<file path="config.mk">
export PLATFORM = sky130hd
export DESIGN_NAME = mapper_konami_gen
export DESIGN_NICKNAME = d
export VERILOG_FILES = /design/src/rtl/mapper_konami_gen.sv
export SDC_FILE = /design/constraint.sdc
export NUM_CORES = 1
export LEC_CHECK = 0
export CORE_UTILIZATION = 58
export CTS_CLUSTER_DIAMETER = 100
export DETAILED_ROUTE_END_ITERATION = 10
export DONT_BUFFER_PORTS = 1
export PLACE_DENSITY = 0.83
export SLEW_MARGIN = 5
export SYNTH_ARGS = -nofsm -noshare
export SYNTH_HDL_FRONTEND = slang
export SYNTH_SLANG_ARGS = --single-unit
</file>
<file path="constraint.sdc">
create_clock -name clk -period 4.3 [get_ports clk]
set_input_delay 0.86 -clock clk [delete_from_list [all_inputs] [get_ports clk]]
set_output_delay 0.86 -clock clk [all_outputs]
set_load 0.03 [all_outputs]
</file>
<file path="src/rtl/mapper_konami_gen.sv">
// ---------------------------------------------------------------------------
// mapper_konami_gen
// Konami MegaROM mapper for the MSX cartridge slot path. Banks the
// 4000-BFFF CPU window as four 8 KB pages onto a ROM image in physical
// memory. MODE 0 is Konami4 (no SCC). MODE 1 is Konami5, which adds the
// SCC register window at 9800-9FFF.
//
// Parameters:
//   MODE      : 0 = Konami4, 1 = Konami5/SCC
//   BANK_BITS : width of each bank register (1..8)
//   ADDR_W    : width of the physical address output
//
// Ports:
//   clk, reset   : clock and synchronous active-high reset
//   cs           : cartridge slot select
//   addr, data   : CPU address and write data
//   wr, rd       : CPU write and read strobes
//   rom_base     : physical start of the ROM image
//   rom_mask     : bank mask, equal to the ROM page count minus one
//   out_addr     : physical fetch address; all ones when not fetching
//   out_ram_cs   : ROM fetch select
//   out_sram_cs  : tied low, because Konami carts have no SRAM
//   out_rnw      : tied high, because the ROM is read-only
//   scc_cs       : SCC register window select
//   scc_en       : SCC window currently enabled
// ---------------------------------------------------------------------------
module mapper_konami_gen #(
    parameter int MODE      = 0,
    parameter int BANK_BITS = 8,
    parameter int ADDR_W    = 27
) (
    input  logic                 clk,
    input  logic                 reset,
    input  logic                 cs,
    input  logic [15:0]          addr,
    input  logic [7:0]           data,
    input  logic                 wr,
    input  logic                 rd,
    input  logic [ADDR_W-1:0]    rom_base,
    input  logic [BANK_BITS-1:0] rom_mask,
    output logic [ADDR_W-1:0]    out_addr,
    output logic                 out_ram_cs,
    output logic                 out_sram_cs,
    output logic                 out_rnw,
    output logic                 scc_cs,
    output logic                 scc_en
);

    // The SCC enable compares bank2[5:0]; narrower banks compare the bits they have.
    localparam int SCC_BITS = (BANK_BITS < 6) ? BANK_BITS : 6;

    logic [BANK_BITS-1:0] bank_q [4];
    logic [BANK_BITS-1:0] bank_d [4];
    logic                 wr_hit_s;
    logic [1:0]           wr_idx_s;
    logic                 win_s;
    logic [BANK_BITS-1:0] sel_bank_s;
    logic                 scc_en_s;
    logic                 scc_cs_s;
    logic                 scc_win_s;
    logic                 ram_cs_s;
    logic [ADDR_W-1:0]    offset_s;
    logic [ADDR_W-1:0]    sum_s;

    // Bank-register write decode. Konami5 uses 2 KB write windows, and
    // Konami4 uses whole pages with page0 locked to bank 0.
    always_comb begin
        wr_hit_s = 1'b0;
        wr_idx_s = 2'd0;
        if (cs && wr) begin
            if (MODE == 1) begin
                case (addr[15:11])
                    5'b01010: begin wr_hit_s = 1'b1; wr_idx_s = 2'd0; end
                    5'b01110: begin wr_hit_s = 1'b1; wr_idx_s = 2'd1; end
                    5'b10010: begin wr_hit_s = 1'b1; wr_idx_s = 2'd2; end
                    5'b10110: begin wr_hit_s = 1'b1; wr_idx_s = 2'd3; end
                    default:  begin wr_hit_s = 1'b0; wr_idx_s = 2'd0; end
                endcase
            end else begin
                case (addr[15:13])
                    3'b011:  begin wr_hit_s = 1'b1; wr_idx_s = 2'd1; end
                    3'b100:  begin wr_hit_s = 1'b1; wr_idx_s = 2'd2; end
                    3'b101:  begin wr_hit_s = 1'b1; wr_idx_s = 2'd3; end
                    default: begin wr_hit_s = 1'b0; wr_idx_s = 2'd0; end
                endcase
            end
        end else begin
            wr_hit_s = 1'b0;
            wr_idx_s = 2'd0;
        end
    end

    // Next bank values. The register is stored unmasked, and the mask is
    // applied only when the address is formed.
    always_comb begin
        for (int i = 0; i < 4; i++) begin
            if (wr_hit_s && (wr_idx_s == 2'(i))) begin
                bank_d[i] = data[BANK_BITS-1:0];
            end else begin
                bank_d[i] = bank_q[i];
            end
        end
    end

    // Bank registers. Reset takes priority over a write in the same cycle.
    always_ff @(posedge clk) begin
        if (reset) begin
            for (int i = 0; i < 4; i++) begin
                bank_q[i] <= BANK_BITS'(i);
            end
        end else begin
            for (int i = 0; i < 4; i++) begin
                bank_q[i] <= bank_d[i];
            end
        end
    end

    // Page decode for reads: select the bank that backs the addressed page.
    always_comb begin
        win_s      = 1'b1;
        sel_bank_s = {BANK_BITS{1'b0}};
        case (addr[15:13])
            3'b010:  sel_bank_s = bank_q[0];
            3'b011:  sel_bank_s = bank_q[1];
            3'b100:  sel_bank_s = bank_q[2];
            3'b101:  sel_bank_s = bank_q[3];
            default: win_s      = 1'b0;
        endcase
    end

    // SCC window. It is enabled while bank2 selects page 3F, and it shadows
    // ROM at 9800-9FFF.
    always_comb begin
        scc_win_s = (addr[15:11] == 5'b10011);
        if (MODE == 1) begin
            scc_en_s = &bank_q[2][SCC_BITS-1:0];
        end else begin
            scc_en_s = 1'b0;
        end
        scc_cs_s = cs & (rd | wr) & scc_en_s & scc_win_s;
    end

    // Physical address. The sum wraps at ADDR_W, and the address is forced
    // to all ones when no ROM fetch is taking place.
    always_comb begin
        ram_cs_s = cs & rd & win_s & ~scc_cs_s;
        offset_s = ADDR_W'({sel_bank_s & rom_mask, addr[12:0]});
        sum_s    = rom_base + offset_s;
        if (ram_cs_s) begin
            out_addr = sum_s;
        end else begin
            out_addr = {ADDR_W{1'b1}};
        end
    end

    assign out_ram_cs  = ram_cs_s;
    assign out_sram_cs = 1'b0;
    assign out_rnw     = 1'b1;
    assign scc_cs      = scc_cs_s;
    assign scc_en      = scc_en_s;

endmodule

</file>
==> run metrics, run 1 <==
status=completed; drt first pass iters=4; Regs by FF count=bank_q (32); GP Congestion=0.858; fin crit period=4200 ps; type of element capturing the critical path=output port; switching share of power=32.3%; total core area=0.00475 mm2; Root Driver=clkbuf_8; initial antenna violation count=0; largest net degree at the start of global routing=33; layout cells sized above 1=17.5%; Power Density=232 mW/mm2; worst min path class=reg2reg; Slew Viols, Final=0; vias per cell=6.16; worst reg2reg path depth=2; final hold violation count=0; Port Buffers=0; HPWL Detailed=5.90 mm; number of max-cap violations=0; worst skew pair latency=290 ps; Worst slew margin=63.2%; asr flop ratio synth=0%; hold depth=2; Post-Place Setup Slack=-35.4 ps; maximum buffer depth of the clock tree=2; LEAKAGE=1.33 nW; Worst setup SP type=primary input; synthesized area=0.00289 mm2; antenna-violating nets left=0; Tot GR Track Use=27.6%; Critical Path RT=3440 ps; max reg flops=32; worst slew pin tran=538 ps; DP Area=0.00324 mm2; Num CTS Buffers=5; Overflow after GRT=0; Critical Path AT=3340 ps; clock skew=0 ps; period utilisation layout=97.6%; die width=72.6 um; cts hold-fix bufs=0; WL final=7.70 mm; fin util=71.7%; number of endpoints failing setup at the final stage=0; diode count=0; vias in the first global route=2,742; Rows=25; post-route setup slack=101 ps; post-synthesis cell count=389; Biggest register=bank_q; Sequential Power Share=38.1%; Area Overhead vs Synth=17.9%; setup TNS=0 ps; Initial Utilization=60.8%; P_sw=0.000256 W; Syn. warnings=0; Int Power=0.000536 W; worst-path fanout max=7; sequential-to-total area share from yosys stat=22.2%; Distinct cells, synth=54; CTS clk-pin slew, worst paths=60 ps; CTS H-tree lvls=2; Die H=72.6 um; via count=3,012; IO Count=96; Clk pwr share=29.5%; Setup CP Type=in2out; Max Fclk=0.238 GHz; Post-synth top flop=dfxtp_1; Die Area=0.00527 mm2; # DRC=0; Sink Count=32; global-route wire length before repair=11.6 mm; Nets=507; Post-synth EDFFs=0; worst hold slack=451 ps; Iter 0 DRT Violations=173; Seq cells post-synth=32; Final Cell Area=0.00341 mm2; Logic pwr share=32.4%; wire length per cell=15.7 um; CTS tree=built; Avg Inst Size Synth=7.43 um2; Peak VDD IR=340 uV
layout by cell type, fill, tap and decap left out, types with 7 or more instances in the layout:
cell / netlist / final
nand3_1: 9 / 9
o21ai_0: 17 / 16
dfxtp_1: 32 / 32
nor2_1: 35 / 35
xnor2_1: 7 / 7
mux2i_1: 15 / 15
ha_1: 21 / 20
nand2_1: 57 / 57
nor2b_1: 13 / 12
and3_1: 11 / 10
a21oi_1: 30 / 28
a22oi_1: 13 / 12
a211oi_1: 10 / 9
a21o_1: 9 / 9
buf_4: 5 / 42
nor3_1: 11 / 8
synth_stat cells, drive strengths merged (3+ instances only):
cell type  number  area [um2]
a2111oi         4        53.8
a211o           3        26.3
a211oi         10        75.1
a21boi          3        22.5
a21o           10        76.3
a21oi          30         150
a221oi          4        35.0
a22oi          13        97.6
a31oi           3        18.8
and2            4        25.0
and3           11        68.8
buf             8        58.8
clkbuf         12        45.0
dfxtp          32         641
ha             21         263
inv             6        22.5
mux2i          15         150
nand2          57         214
nand3           9        45.0
nand4           3        18.8
nor2           35         131
nor2b          13        81.3
nor3           11        55.1
nor3b           3        22.5
nor4            5        31.3
o21a            4        30.0
o21ai          18        90.1
o21bai          3        22.5
o311ai          3        26.3
or2             3        18.8
xnor2           7        61.3
xor2            4        35.0
kinds of logic after synthesis:
family / synth area share [%]
AOI/OAI and AO/OA: 27.5
buffers and inverters: 4.37
DFF: 22.2
muxes: 5.19
adders and majority gates: 9.78
xor gates and xnor gates: 3.33
other: 0.260
and+or+nand+nor: 27.4
final cells by class:
type / instances / area (um2)
multi-input combinational: 333 / 2250
fill: 380 / 1350
sequential: 32 / 641
timing repair buffer: 43 / 327
clock buffer: 8 / 90.1
tap: 67 / 83.8
inverter: 6 / 22.5
timing repair:
item                                   in CTS  in global routing
gates resized for setup                     2                 13
setup buffers                               0                  1
endpoints found under the hold margin       0                  0
pin swaps                                   0                  1
setup endpoints to repair                   3                  8
layer usage:
metal	track usage, %	vias up	part of all wire [%]
li1	-	1486	-
met1	31.3	1393	41
met2	50.2	116	50
met3	5.94	17	6.8
met4	10.7	0	2.2
met5	0	-	0
final timing paths:
| path | startpoint | endpoint | slack (ps) |
|---|---|---|---|
| worst max-delay path | addr[15] | out_addr[23] | 100 |
| worst min-delay path | bank_q[3][4] | bank_q[3][4] | 450 |
| worst max register to register | bank_q[2][1] | bank_q[2][1] | 3450 |
| worst min register to register | bank_q[3][4] | bank_q[3][4] | 450 |
per-stage QoR:
| step | instances | total power, W |
|---|---|---|
| 2_1_floorplan | 391 | 0.000500 |
| 3_3_place_gp | 480 | 0.000547 |
| 3_5_place_dp | 480 | 0.000554 |
| 4_1_cts | 488 | 0.000788 |
| 5_1_grt | 489 | 0.000831 |
| 6_report | 489 | 0.000792 |
worst max-delay path, stage by stage:
cell      delay, ps
nor2b_1         110
buf_4           150
a221oi_2        230
a211oi_2         70
ha_1            370
a21oi_1         160
o21a_1          180
o21ai_0         100
or3_4           420
or4_1           400
and3_1          290
power by group through the flow:
stage	registers, W	clock network [W]	logic [W]
final	0.000302	0.000233	0.000257
after global routing	0.000302	0.000250	0.000279
after CTS	0.000301	0.000238	0.000248
after detailed placement	0.000308	0	0.000246
after global placement	0.000308	0	0.000239
after floorplan	0.000307	0	0.000193
Note: power is estimated with default switching activity, not from simulation.
==> run 2: changes to the inputs <==
--- a/config.mk
+++ b/config.mk
@@ -9,7 +9,7 @@
 export CTS_CLUSTER_DIAMETER = 100
 export DETAILED_ROUTE_END_ITERATION = 10
 export DONT_BUFFER_PORTS = 1
-export PLACE_DENSITY = 0.83
+export PLACE_DENSITY = 0.76
 export SLEW_MARGIN = 5
 export SYNTH_ARGS = -nofsm -noshare
 export SYNTH_HDL_FRONTEND = slang
==> run 2 against run 1 <==
Compared with the run above: final area grew 0.73%; routed wire length is 4.8% lower; clock skew did not move; die area is the same; combinational power decreased by 2%; critical path depth is 1 lower; sequential cell count unchanged; first-iteration DRC count increased by 0.58%; worst hold slack improved by 0.59 ps; non-clock buffer count fell by 1; clock-buffer cell count shrank 2; highest routed layer unchanged.
==> run metrics, run 2 (synthesized netlist as in run 1, its figures left out) <==
Sequential Power Share=36.2%; wire length per cell=15.0 um; Root Driver=clkbuf_8; commonest non-fill, non-tap cells in the layout=57 x nand2_1, 42 x buf_4, 34 x nor2_1, 32 x dfxtp_1, 29 x a21oi_1; IO Count=96; CTS H-tree lvls=2; Post-Place Setup Slack=36.2 ps; type of element capturing the critical path=output port; Initial Utilization=60.8%; cts hold-fix bufs=0; Biggest register=bank_q; CTS tree=built; Worst setup SP type=primary input; Regs by FF count=bank_q (32); Slew Viols, Final=0; vias per cell=6.13; WL final=7.33 mm; Tot GR Track Use=28.5%; LEAKAGE=1.35 nW; HPWL Detailed=5.79 mm; Clk pwr share=33.5%; diode count=0; CTS clk-pin slew, worst paths=70 ps; setup TNS=0 ps; Sink Count=32; global-route wire length before repair=11.9 mm; Critical Path RT=3440 ps; Logic pwr share=30.3%; clock skew=0 ps; P_sw=0.000258 W; # fillers=408; Overflow after GRT=0; Iter 0 DRT Violations=174; worst skew pair latency=290 ps; final hold violation count=0; layout cells sized above 1=17.3%; Die Area=0.00527 mm2; Critical Path AT=3270 ps; Die H=72.6 um; antenna-violating nets left=0; via count=2,989; commonest non-fill, non-tap cell in the layout=nand2_1; drt first pass iters=4; initial antenna violation count=0; Num CTS Buffers=5; fin crit period=4130 ps; Int Power=0.000575 W; vias in the first global route=2,762; Rows=25; Peak VDD IR=240 uV; switching share of power=30.9%; Area Overhead vs Synth=18.8%; Pwr Total=0.000833 W; GP Congestion=0.880; worst-path fanout max=10; Port Buffers=0; status=completed; total core area=0.00475 mm2; number of max-cap violations=0; RSZ-0062 raised after global routing=false; Power Density=242 mW/mm2; Worst slew margin=63.1%; post-route setup slack=167 ps; worst min path class=reg2reg; period utilisation layout=96.1%; number of endpoints failing setup at the final stage=0; max reg flops=32; Nets=506; die width=72.6 um; Setup CP Type=in2out; maximum buffer depth of the clock tree=2; largest net degree at the start of global routing=33; worst slew pin tran=547 ps; Max Fclk=0.242 GHz; # DRC=0
==> run 2: worst paths after layout <==
kind	start	end	slack, ps	cells past startpoint
worst max-delay path	addr[13]	out_addr[25]	170	10
worst min-delay path	bank_q[3][4]	bank_q[3][4]	450	2
worst max register to register	bank_q[2][1]	bank_q[2][1]	3460	2
worst min register to register	bank_q[3][4]	bank_q[3][4]	450	2
==> run 2: cell type report <==
class	instances	area (um2)	area share, %
clock inverter	2	35.0	1.02
tap	67	83.8	2.44
sequential	32	641	18.7
timing repair buffer	42	315	9.18
inverter	6	22.5	0.656
clock buffer	6	72.6	2.11
multi-input combinational	333	2260	65.9
==> run 2: routing by layer <==
metal | vias to the layer above | GRT usage [%] | routed length [um]
li1 | 1494 | - | -
met1 | 1366 | 32.9 | 3020
met2 | 111 | 50.3 | 3640
met3 | 18 | 6.08 | 463
met4 | 0 | 12.9 | 199
met5 | - | 0 | 0
==> run 2: timing repair <==
item / CTS / global route
endpoints found under the hold margin: 0 / 0
setup endpoints to repair: 0 / 7
resized for setup: 0 / 17
setup buffers: 0 / 1
==> run 2: power groups by stage <==
stage | sequential, W | clock [W] | combinational, W
after floorplan | 0.000307 | 0 | 0.000193
after global placement | 0.000308 | 0 | 0.000239
after detailed placement | 0.000308 | 0 | 0.000243
after CTS | 0.000301 | 0.000283 | 0.000244
after global routing | 0.000302 | 0.000293 | 0.000277
final | 0.000301 | 0.000279 | 0.000252
==> run 2: critical path, cell delays in order <==
cell	delay (ps)
nor3b_2	240
a22oi_1	120
a21oi_1	190
ha_1	310
and4_1	230
nand4_1	110
nor4_2	50
or3_1	440
or4_1	420
and3_1	290
==> run 2: through the flow <==
| step | area [um2] | utilization [%] | hold slack [ps] | instances |
|---|---|---|---|---|
| 2_1_floorplan | 2950 | - | 436 | 391 |
| 3_3_place_gp | 3240 | 68.1 | 435 | 479 |
| 3_5_place_dp | 3240 | 68.1 | 443 | 479 |
| 4_1_cts | 3340 | 70.3 | 452 | 487 |
| 5_1_grt | 3430 | 72.2 | 476 | 488 |
| 6_report | 3430 | 72.2 | 451 | 488 |
